File: config.mk
export PLATFORM = sky130hd
export DESIGN_NAME = pipeline_dump_unit_flat
export DESIGN_NICKNAME = d
export VERILOG_FILES = /design/src/rtl/dump_pkg.sv /design/src/rtl/pipeline_dump_unit_if.sv /design/src/rtl/dump_word_serializer.sv /design/src/rtl/pipeline_dump_unit.sv /design/src/flat_wrapper.sv
export SDC_FILE = /design/constraint.sdc
export NUM_CORES = 1
export LEC_CHECK = 0
export BUFFER_PORTS_ARGS = -buffer_cell sky130_fd_sc_hd__clkbuf_2
export CAP_MARGIN = 20
export CORE_UTILIZATION = 51
export DETAILED_ROUTE_END_ITERATION = 10
export PLACE_DENSITY = 0.9
export SYNTH_ARGS = -nofsm -noshare
export SYNTH_HDL_FRONTEND = slang
export SYNTH_SLANG_ARGS = --single-unit
File: constraint.sdc
create_clock -name clk -period 3 [get_ports clk]
set_clock_uncertainty 0.15 [all_clocks]
set_input_delay 0.15 -clock clk [delete_from_list [all_inputs] [get_ports clk]]
set_output_delay 0.15 -clock clk [all_outputs]
set_load 0.01 [all_outputs]
File: src/rtl/dump_pkg.sv
// Shared definitions for the pipeline dump engine: FSM encoding, frame
// delimiters and a byte-extraction helper.
package dump_pkg;

  typedef enum logic [3:0] {
    ST_IDLE      = 4'd0,
    ST_HEADER    = 4'd1,
    ST_PC        = 4'd2,
    ST_REG_REQ   = 4'd3,
    ST_REG_LATCH = 4'd4,
    ST_REG_SEND  = 4'd5,
    ST_MEM_REQ   = 4'd6,
    ST_MEM_LATCH = 4'd7,
    ST_MEM_SEND  = 4'd8,
    ST_TRAILER   = 4'd9
  } dump_state_e;

  localparam logic [7:0] DUMP_HDR       = 8'hA5;
  localparam logic [7:0] DUMP_TRL       = 8'h5A;
  localparam int         N_REGS         = 32;
  localparam int         BYTES_PER_WORD = 4;

  function automatic logic [7:0] msb_byte(input logic [31:0] word);
    return word[31:24];
  endfunction

endpackage

File: src/rtl/pipeline_dump_unit_if.sv
// Byte stream from the dump engine toward the UART transmitter.
interface pipeline_dump_unit_if;
  logic [7:0] tx_data;
  logic       tx_valid;
  logic       tx_ready;

  modport master (output tx_data, output tx_valid, input tx_ready);
  modport slave  (input tx_data, input tx_valid, output tx_ready);
endinterface

File: src/rtl/dump_word_serializer.sv
// Holds one 32-bit word and walks it out MSB-first, one byte per accepted
// transfer, flagging the final byte of the word.
module dump_word_serializer #(
  parameter int NB_DATA = 32
) (
  input  logic               clk,
  input  logic               i_rst,
  input  logic               i_load,
  input  logic [NB_DATA-1:0] i_word,
  input  logic               i_advance,
  output logic [7:0]         o_byte,
  output logic [7:0]         o_next_byte,
  output logic               o_last
);
  import dump_pkg::*;

  localparam int NB_CNT = $clog2(BYTES_PER_WORD);

  logic [NB_DATA-1:0] shift_q, shift_d;
  logic [NB_CNT-1:0]  cnt_q, cnt_d;

  // next word/byte position: a load restarts the word, an advance drops the sent byte
  always_comb begin
    shift_d = shift_q;
    cnt_d   = cnt_q;
    if (i_load) begin
      shift_d = i_word;
      cnt_d   = {NB_CNT{1'b0}};
    end else if (i_advance) begin
      shift_d = {shift_q[NB_DATA-9:0], 8'h00};
      cnt_d   = cnt_q + NB_CNT'(1);
    end else begin
      shift_d = shift_q;
      cnt_d   = cnt_q;
    end
  end

  // shift register and byte counter
  always_ff @(posedge clk) begin
    if (i_rst) begin
      shift_q <= {NB_DATA{1'b0}};
      cnt_q   <= {NB_CNT{1'b0}};
    end else begin
      shift_q <= shift_d;
      cnt_q   <= cnt_d;
    end
  end

  assign o_byte      = shift_q[NB_DATA-1 -: 8];
  assign o_next_byte = shift_q[NB_DATA-9 -: 8];
  assign o_last      = (cnt_q == NB_CNT'(BYTES_PER_WORD - 1));

endmodule

File: src/rtl/pipeline_dump_unit.sv
// Debug readout engine: snapshots the PC, walks the register file and data
// memory through their read ports and streams a framed byte dump.
module pipeline_dump_unit #(
  parameter int NB_DATA     = 32,
  parameter int NB_ADDR     = 5,
  parameter int NB_MEM_ADDR = 8,
  parameter int N_MEM_WORDS = 64
) (
  input  logic                   clk,
  input  logic                   i_rst,
  input  logic                   i_start,
  input  logic [NB_DATA-1:0]     i_pc,
  output logic [NB_ADDR-1:0]     o_reg_addr,
  input  logic [NB_DATA-1:0]     i_reg_data,
  output logic [NB_MEM_ADDR-1:0] o_mem_addr,
  input  logic [NB_DATA-1:0]     i_mem_data,
  pipeline_dump_unit_if.master   tx,
  output logic                   o_busy,
  output logic                   o_done
);
  import dump_pkg::*;

  // one index counter serves both walks, so it must cover the wider one
  localparam int IDX_W = ((NB_MEM_ADDR - 2) > NB_ADDR) ? (NB_MEM_ADDR - 2) : NB_ADDR;
  localparam logic [IDX_W-1:0] LAST_REG = IDX_W'(N_REGS - 1);
  localparam logic [IDX_W-1:0] LAST_MEM = IDX_W'(N_MEM_WORDS - 1);

  function automatic logic [NB_MEM_ADDR-1:0] word_addr(input logic [IDX_W-1:0] idx);
    logic [IDX_W+1:0] full;
    full = {idx, 2'b00};
    return full[NB_MEM_ADDR-1:0];
  endfunction

  dump_state_e            state_q, state_d;
  logic [IDX_W-1:0]       idx_q, idx_d;
  logic [NB_ADDR-1:0]     reg_addr_q, reg_addr_d;
  logic [NB_MEM_ADDR-1:0] mem_addr_q, mem_addr_d;
  logic [7:0]             tx_data_q, tx_data_d;
  logic                   tx_valid_q, tx_valid_d;
  logic                   busy_q, busy_d;
  logic                   done_q, done_d;

  logic               xfer_s;
  logic               ser_load_s;
  logic               ser_advance_s;
  logic [NB_DATA-1:0] ser_word_s;
  logic [7:0]         ser_byte_s;
  logic [7:0]         ser_next_byte_s;
  logic               ser_last_s;

  assign xfer_s = tx_valid_q & tx.tx_ready;

  dump_word_serializer #(.NB_DATA(NB_DATA)) u_ser (
    .clk         (clk),
    .i_rst       (i_rst),
    .i_load      (ser_load_s),
    .i_word      (ser_word_s),
    .i_advance   (ser_advance_s),
    .o_byte      (ser_byte_s),
    .o_next_byte (ser_next_byte_s),
    .o_last      (ser_last_s)
  );

  // frame sequencing; output bytes are computed one cycle ahead so they leave from flops
  always_comb begin
    state_d       = state_q;
    idx_d         = idx_q;
    reg_addr_d    = reg_addr_q;
    mem_addr_d    = mem_addr_q;
    tx_data_d     = tx_data_q;
    tx_valid_d    = tx_valid_q;
    busy_d        = busy_q;
    done_d        = 1'b0;
    ser_load_s    = 1'b0;
    ser_advance_s = 1'b0;
    ser_word_s    = {NB_DATA{1'b0}};

    case (state_q)
      ST_IDLE: begin
        if (i_start) begin
          ser_load_s = 1'b1;
          ser_word_s = i_pc;
          tx_data_d  = DUMP_HDR;
          tx_valid_d = 1'b1;
          busy_d     = 1'b1;
          state_d    = ST_HEADER;
        end else begin
          state_d = ST_IDLE;
        end
      end

      ST_HEADER: begin
        if (xfer_s) begin
          tx_data_d = ser_byte_s;
          state_d   = ST_PC;
        end else begin
          state_d = ST_HEADER;
        end
      end

      ST_PC: begin
        if (xfer_s && ser_last_s) begin
          tx_valid_d = 1'b0;
          reg_addr_d = NB_ADDR'(idx_q);
          state_d    = ST_REG_REQ;
        end else if (xfer_s) begin
          ser_advance_s = 1'b1;
          tx_data_d     = ser_next_byte_s;
        end else begin
          state_d = ST_PC;
        end
      end

      ST_REG_REQ:   state_d = ST_REG_LATCH;

      ST_REG_LATCH: begin
        ser_load_s = 1'b1;
        ser_word_s = i_reg_data;
        tx_data_d  = msb_byte(i_reg_data);
        tx_valid_d = 1'b1;
        state_d    = ST_REG_SEND;
      end

      ST_REG_SEND: begin
        if (xfer_s && ser_last_s) begin
          tx_valid_d = 1'b0;
          if (idx_q == LAST_REG) begin
            idx_d      = {IDX_W{1'b0}};
            mem_addr_d = word_addr({IDX_W{1'b0}});
            state_d    = ST_MEM_REQ;
          end else begin
            idx_d      = idx_q + IDX_W'(1);
            reg_addr_d = NB_ADDR'(idx_q + IDX_W'(1));
            state_d    = ST_REG_REQ;
          end
        end else if (xfer_s) begin
          ser_advance_s = 1'b1;
          tx_data_d     = ser_next_byte_s;
        end else begin
          state_d = ST_REG_SEND;
        end
      end

      ST_MEM_REQ:   state_d = ST_MEM_LATCH;

      ST_MEM_LATCH: begin
        ser_load_s = 1'b1;
        ser_word_s = i_mem_data;
        tx_data_d  = msb_byte(i_mem_data);
        tx_valid_d = 1'b1;
        state_d    = ST_MEM_SEND;
      end

      ST_MEM_SEND: begin
        if (xfer_s && ser_last_s) begin
          if (idx_q == LAST_MEM) begin
            idx_d      = {IDX_W{1'b0}};
            tx_data_d  = DUMP_TRL;
            tx_valid_d = 1'b1;
            state_d    = ST_TRAILER;
          end else begin
            idx_d      = idx_q + IDX_W'(1);
            mem_addr_d = word_addr(idx_q + IDX_W'(1));
            tx_valid_d = 1'b0;
            state_d    = ST_MEM_REQ;
          end
        end else if (xfer_s) begin
          ser_advance_s = 1'b1;
          tx_data_d     = ser_next_byte_s;
        end else begin
          state_d = ST_MEM_SEND;
        end
      end

      ST_TRAILER: begin
        if (xfer_s) begin
          tx_valid_d = 1'b0;
          busy_d     = 1'b0;
          done_d     = 1'b1;
          state_d    = ST_IDLE;
        end else begin
          state_d = ST_TRAILER;
        end
      end

      default: begin
        tx_valid_d = 1'b0;
        busy_d     = 1'b0;
        state_d    = ST_IDLE;
      end
    endcase
  end

  // state and registered outputs
  always_ff @(posedge clk) begin
    if (i_rst) begin
      state_q    <= ST_IDLE;
      idx_q      <= {IDX_W{1'b0}};
      reg_addr_q <= {NB_ADDR{1'b0}};
      mem_addr_q <= {NB_MEM_ADDR{1'b0}};
      tx_data_q  <= 8'h00;
      tx_valid_q <= 1'b0;
      busy_q     <= 1'b0;
      done_q     <= 1'b0;
    end else begin
      state_q    <= state_d;
      idx_q      <= idx_d;
      reg_addr_q <= reg_addr_d;
      mem_addr_q <= mem_addr_d;
      tx_data_q  <= tx_data_d;
      tx_valid_q <= tx_valid_d;
      busy_q     <= busy_d;
      done_q     <= done_d;
    end
  end

  assign o_reg_addr  = reg_addr_q;
  assign o_mem_addr  = mem_addr_q;
  assign tx.tx_data  = tx_data_q;
  assign tx.tx_valid = tx_valid_q;
  assign o_busy      = busy_q;
  assign o_done      = done_q;

endmodule

File: src/flat_wrapper.sv
// flat-port wrapper written by rule: the top's interface ports become plain ports
module pipeline_dump_unit_flat import dump_pkg::*;
#(
  parameter int NB_DATA     = 32,
  parameter int NB_ADDR     = 5,
  parameter int NB_MEM_ADDR = 8,
  parameter int N_MEM_WORDS = 64
)
  (clk, i_rst, i_start, i_pc, o_reg_addr, i_reg_data, o_mem_addr, i_mem_data, o_busy, o_done, tx_tx_data, tx_tx_valid, tx_tx_ready);
  pipeline_dump_unit_if tx_i ();
  input  logic clk;
  input  logic i_rst;
  input  logic i_start;
  input  logic [NB_DATA-1:0] i_pc;
  output logic [NB_ADDR-1:0] o_reg_addr;
  input  logic [NB_DATA-1:0] i_reg_data;
  output logic [NB_MEM_ADDR-1:0] o_mem_addr;
  input  logic [NB_DATA-1:0] i_mem_data;
  output logic o_busy;
  output logic o_done;
  output wire logic [$bits(tx_i.tx_data)-1:0] tx_tx_data;
  output wire logic [$bits(tx_i.tx_valid)-1:0] tx_tx_valid;
  input wire logic [$bits(tx_i.tx_ready)-1:0] tx_tx_ready;
  assign tx_tx_data = tx_i.tx_data;
  assign tx_tx_valid = tx_i.tx_valid;
  assign tx_i.tx_ready = tx_tx_ready;
  pipeline_dump_unit #(.NB_DATA(NB_DATA), .NB_ADDR(NB_ADDR), .NB_MEM_ADDR(NB_MEM_ADDR), .N_MEM_WORDS(N_MEM_WORDS)) u_core (.clk(clk), .i_rst(i_rst), .i_start(i_start), .i_pc(i_pc), .o_reg_addr(o_reg_addr), .i_reg_data(i_reg_data), .o_mem_addr(o_mem_addr), .i_mem_data(i_mem_data), .tx(tx_i), .o_busy(o_busy), .o_done(o_done));
endmodule
## Word level (Yosys, flattened, before mapping)

Index checks and enable logic that the tools add are counted.

| word-level totals | value |
|---|---|
| output and inout bits | 24 |
| input port bits | 100 |
| logic and storage cells | 112 |
| register bits after elaboration | 68 |

| cells by class | value |
|---|---|
| muxes and demuxes | 49 |
| reduce and logical (&&, ||, !) cells | 20 |
| bitwise logic cells | 4 |
| add/subtract/negate cells | 2 |
| equality and inequality tests | 27 |

Operators by type and width:

| operator | count |
|---|---|
| 2-to-1 mux 32 bit | 3 |
| one-hot mux 32 bit (3 select lines) | 1 |
| 2-to-1 mux 8 bit | 10 |
| one-hot mux 8 bit (6 select lines) | 1 |
| one-hot mux 4 bit (10 select lines) | 1 |
| 2-to-1 mux 4 bit | 8 |
| 2-to-1 mux 6 bit | 4 |
| == test 4 x 3 -> 1 bit (second input constant) | 4 |
| one-hot mux 8 bit (2 select lines) | 1 |
| 2-to-1 mux 5 bit | 3 |
| AND reduction 5 bit | 3 |
| != test 2 x 1 -> 1 bit (second input constant) | 7 |
| != test 3 bit (second input constant) | 4 |
| one-hot mux 6 bit (2 select lines) | 1 |
| 2-to-1 mux 1 bit | 10 |
| one-hot mux 5 bit (2 select lines) | 1 |
| AND reduction 3 bit | 3 |
| == test 4 x 2 -> 1 bit (second input constant) | 2 |
| == test 4 bit (second input constant) | 2 |
| != test 2 bit (second input constant) | 4 |
| OR reduction 2 bit | 4 |
| OR reduction 8 bit | 1 |
| adder 6 x 1 -> 6 bit (second input constant) | 1 |
| == test 6 x 5 -> 1 bit (second input constant) | 1 |
| other kinds (17) | 22 |

## Logic depth before layout (Yosys ltp)

| depth | value |
|---|---|
| depth after elaboration | 6 |
| depth in mapped cells | 8 |
| gate-level depth less buffers | 6 |

## Modules after synthesis

A second synthesis with hierarchy kept.

| unflattened totals | value |
|---|---|
| cells, all modules | 527 |
| area total of the unflattened synthesis | 4,284.1 um^2 |

Modules (own cells, without submodules):

| module | seq. area each (um^2) | area each (um^2) | cells an instance | times used |
|---|---|---|---|---|
| pipeline_dump_unit | 640.6 | 2,650.0 | 361 | 1 |
| dump_word_serializer | 680.7 | 1,634.1 | 166 | 1 |

## Worst setup path before layout

OpenSTA, ideal clock, no wires.

| timing | value |
|---|---|
| kind | register to register |
| start | register u_core.state_q[0] |
| end | register u_core.tx_data_q[2] (netlist: u_core.tx.tx_data[2]) |
| period minus slack after synthesis | 2,205 ps |
| setup slack | 795 ps |
| data required time | 2,771 ps |
| setup time | 79 ps |
| data arrival time | 1,976 ps |
| cell stages (with the launch flop) | 8 |
| buffers on the path | 2 |
| cells stage by stage | dfxtp_1 > buf_6 > or4b_1 > buf_2 > a311oi_4 > nor3_4 > and3_4 > a211oi_2 |

| between the ends | value |
|---|---|
| longest elaborated chain between the ends | 4 |
| elaborated cells on any way between the ends | 15 |
| those cells by class | eq/ne (10); mux (1); reduce/logical (4) |

Ends and longest elaborated chain:

| item | RTL line | source |
|---|---|---|
| from (decl) | pipeline_dump_unit.sv:34 | `dump_state_e state_q, state_d;` |
| from (signal assigned) | pipeline_dump_unit.sv:206 | `state_q <= state_d;` |
| == test 4 x 2 -> 1 bit / == test 4 x 3 -> 1 bit (equally long branches) | pipeline_dump_unit.sv:78 | `case (state_q)` |
| OR reduction 2 bit (no source line) | - |  |
| nonzero test 6 bit (no source line) / != test 2 bit (equally long branches) | - |  |
| AND reduction 5 bit (no source line) | - |  |
| to (signal assigned) | pipeline_dump_unit.sv:210 | `tx_data_q <= tx_data_d;` |
| to (decl) | pipeline_dump_unit.sv:38 | `logic [7:0] tx_data_q, tx_data_d;` |

Several ways; a longest one is shown, not always the timed one.
A chain may end at the register's enable or synchronous reset.

## Final worst setup path

| timing | value |
|---|---|
| start | register u_core.state_q[2] |
| end | register u_core.u_ser.shift_q[18] |

| between the ends | value |
|---|---|
| longest elaborated chain between the ends | 4 |
| elaborated cells on any way between the ends | 13 |
| those cells by class | eq/ne (5); mux (4); reduce/logical (4) |

Ends and longest elaborated chain:

| item | RTL line | source |
|---|---|---|
| == test 4 x 3 -> 1 bit (tied with other cells) | pipeline_dump_unit.sv:78 |  |
| OR reduction 2 bit (no source line) / OR reduction 3 bit (equally long branches) | - |  |
| one-hot mux 1 bit (2 select lines) / 2-to-1 mux 1 bit (equally long branches) | - |  |
| 2-to-1 mux 32 bit / nonzero test 2 bit (equally long branches) | - |  |
| to (signal assigned) | dump_word_serializer.sv:41 | `shift_q <= {NB_DATA{1'b0}};` |
| to (signal assigned) | dump_word_serializer.sv:44 | `shift_q <= shift_d;` |
| to (decl) | dump_word_serializer.sv:19 | `logic [NB_DATA-1:0] shift_q, shift_d;` |

Several ways; a longest one is shown, not always the timed one.

==> results by group <==
Floorplanning
  • Row count: 31
  • Die area: roughly 7800 µm²
  • I/O pin total: approximately 120
  • Core ar.: ~7300 µm²
  • Initial Util: between 50% and 60%
  • Die Height: between 80 and 90 µm
  • Width of the die: around 89 µm

Cells and area
  • Layout area overhead: 29.8%
  • Ant diodes: 0
  • Share of layout cells above drive strength 1: 28.6%
  • Nets: between 700 and 800
  • Core Util, Final: between 60% and 70%

STA
  • RSZ-0062 raised after global routing: false
  • Setup TNS Final: 0 ns
  • Tmin final: 2.89 ns
  • Worst rel slew slack: between 30% and 40%
  • # setup viols final: 0
  • Count of final hold-check violations: 0
  • Fin crit share: a little over nine tenths
  • Pins Over Slew Limit: 0
  • Worst Tran Pin Value: between 1 and 1.5 ns
  • Fmax: roughly 0.35 GHz

Min path
  • Hold path depth: 3
  • Worst min path class: in2reg
  • Worst min-delay path endpoint: u_core.u_ser.shift_q[17]$_SDFFE_PP0P_
  • Hold_sp: i_pc[17]

Synth
  • Mapped cell area: about 3800 µm²
  • Async S/R FF share, synth: 0%
  • Commonest register cell after synthesis: dfxtp_1
  • Cell with the most instances after synthesis: dfxtp_1
  • Seq/Total Area, Yosys: between 30 and 40%
  • Netlist cell types: 65
  • Synth top area cells: dfxtp_1 35%, a221oi_1 5.0%, nor2_1 5.0%
  • Avg Cell Area, Syn: approximately 8.2 µm²
  • Synth Instances: around 470
  • Dominant cell type by area after synthesis: dfxtp_1
  • Synth warnings: 0
  • Post-synth top area share: 34.6%
  • FF+latch count, synth: 66
  • Post-synth top cells: 66 x dfxtp_1, 51 x nor2_1, 46 x nand2_1, 32 x clkbuf_1, 31 x a21oi_1
  • Number of synthesized flops with an enable pin: 0

Place
  • Port-buffer cells: roughly 120
  • HPWL Detailed: around 8.3 mm
  • Routability cong.: a little over 0.9

Worst setup path
  • R2R Path End: u_core.u_ser.shift_q[18]$_SDFFE_PP0P_
  • Setup CP Type: reg2reg
  • R2R setup slack: roughly 0.11 ns
  • FF-to-FF path depth: 6
  • CP arrival: 2.93 ns
  • Reg2reg start: u_core.state_q[2]$_SDFFE_PP0P_
  • CP Max Fanout: 24
  • Startpoint Class: flop
  • Slowest-stage cell, CP: dfxtp_1
  • CP Cell Sequence: nor2_1 -> and3_2 -> buf_4 -> a222oi_1 -> dlygate4sd3_1 -> a21oi_1
  • Slowest stage delay, CP: approximately 0.7 ns
  • Crit path required time: between 3 and 4 ns
  • Crit. End Element: flop

Clocking
  • Clock slew at reported path FFs: 0.09 ns
  • H-tree level count: 3
  • TritonCTS Buffers: 9
  • CTS tree: yes
  • Clock root buffer: clkbuf_8
  • Clk_lat worst skew: roughly 0.36 ns
  • Maximum clock insertion buffer count: 2
  • Postcts setup bufs: 0
  • Sink Count: 66

Global route
  • Largest net degree at the start of global routing: 48
  • GRT Max-Usage Layer: met2
  • Via count of the first global-routing pass: between 4000 and 5000
  • First-pass GRT wire length: roughly 19 mm
  • Grt met2 use: 52.7%
  • Initial antenna violation count: 0
  • Grt met1 use: between 40% and 50%
  • GR Util met3: about 7.5%
  • Grt total ovfl: 0
  • Total track usage: roughly a third

Pwr
  • Sw Ratio: 30.7%
  • Combinational share of power: about 20%
  • Maximum vdd drop: about 0.36 mV
  • Power Density: 446 nW/µm²
  • P_leak: 2.00 nW
  • Switch Pwr: roughly 0.68 mW
  • Pint: 1.53 mW
  • Power share of the clock group: 35.3%
  • Flop pwr share: ~45%

Run status
  • Status: completed

Route
  • DRC: 0
  • ANT nets after route: 0
  • DR iter-0 viols: approximately 830
  • Vias per cell: between 6 and 7
  • Drt first pass iters: 8
  • Via Count: between 4000 and 5000
  • Routed WL: between 10 and 15 mm
  • Wire length per cell: 18.2 µm

Flow run
  • Maxcap violations: 0
cell type report:
type | instances | area [µm²]
Clock buffer | 9 | 124
Fill cell | 560 | 2300
Timing Repair Buffer | 165 | 1010
Clock inverter | 7 | 77.6
Multi-Input combinational cell | 345 | 2260
Sequential cell | 66 | 1320
Inverter | 12 | 45.0
Tap cell | 99 | 124
worst max-delay path by stage:
stage	slack [ns]	from	cells after the start	end
global placement	0.54	u_core.state_q[1]$_SDFFE_PP0P_	6	u_core.u_ser.shift_q[23]$_SDFFE_PP0P_
finish	0.11	u_core.state_q[2]$_SDFFE_PP0P_	6	u_core.u_ser.shift_q[18]$_SDFFE_PP0P_
CTS	0.02	u_core.state_q[3]$_SDFFE_PP0P_	6	u_core.u_ser.shift_q[8]$_SDFFE_PP0P_
global route	0.02	u_core.state_q[2]$_SDFFE_PP0P_	6	u_core.u_ser.shift_q[18]$_SDFFE_PP0P_
detailed placement	0.42	u_core.state_q[3]$_SDFFE_PP0P_	5	u_core.o_mem_addr[4]$_SDFFE_PP0P_
floorplan	0.79	u_core.state_q[0]$_SDFFE_PP0P_	7	u_core.tx.tx_data[2]$_SDFFE_PP0P_
critical path: cells and delay by family (launching register included):
kind / cells / cell delay (ns)
flops: 1 / 0.71
simple gates: 2 / 0.64
compound gates: 2 / 0.34
buf+inv: 2 / 0.87
cell usage in the layout, fill, tap and decap left out, types with 5 or more instances in the layout:
cell and instances:
a22oi_1 7, clkbuf_8 9, a31oi_1 7, a222oi_1 17, a211oi_1 13, a21oi_1 31, o21ai_0 15, nor3_1 14
nand3_1 9, mux2i_1 5, inv_1 11, nor2_1 51, buf_4 16, a22o_1 11, dfxtp_1 65, and3_1 11
o211ai_1 7, xnor2_1 6, clkbuf_2 121, a221oi_1 22, dlygate4sd3_1 28, nand2_1 46
routing by layer:
metal | share of wire (%) | wire, µm
met1 | 38 | 4890
met2 | 47 | 6030
met3 | 11 | 1370
met4 | 4.0 | 518
met5 | 0 | 0
cell families (layout without fill, tap and decap cells):
kind of cell | after synthesis | after routing | synth area share [%]
buffers and inverters | 58 | 193 | 6.72
multiplexers | 6 | 6 | 1.61
AND/OR/NAND/NOR | 161 | 161 | 20.7
other | 1 | 2 | 0.0983
XOR/XNOR | 10 | 10 | 2.29
adder cells (fa/ha/maj) | 2 | 2 | 0.656
flip-flops | 66 | 66 | 34.6
AO/OA/AOI/OAI | 164 | 164 | 33.3
registers in the layout (all words and copies together) (netlist names), 2 cells and up:
| signal | flops |
|---|---|
| u_core.tx.tx_data | 8 |
| u_core.idx_q | 6 |
| u_core.o_reg_addr | 5 |
| u_core.u_ser.shift_q | 32 |
| u_core.o_mem_addr | 6 |
| u_core.state_q | 4 |
| u_core.u_ser.cnt_q | 2 |
stage by stage:
stage / area (µm²) / hold WS (ns) / setup slack (ns) / power (mW) / cells
2_1_floorplan: 3820 / 0.183 / 0.795 / 1.24 / 469
3_3_place_gp: 4470 / 0.275 / 0.541 / 1.38 / 659
3_5_place_dp: 4470 / 0.285 / 0.423 / 1.39 / 659
4_1_cts: 4950 / 0.0177 / 0.0168 / 2.18 / 703
5_1_grt: 4950 / 0.0566 / 0.0174 / 2.29 / 703
6_report: 4950 / 0.0328 / 0.110 / 2.21 / 703
power by group through the flow:
stage,sequential (mW),combinational [mW],clock (mW)
floorplan,0.988,0.256,0
global placement,0.996,0.380,0
detailed placement,0.998,0.393,0
CTS,0.978,0.427,0.771
global route,0.989,0.480,0.820
finish,0.984,0.445,0.779
timing repair:
item,4_1_cts,5_1_grt
hold buffers,28,0
endpoints found under the hold margin,13,0
endpoints found under the setup margin,0,7
gates resized for setup,0,2
(Power assumes the default switching activity.)
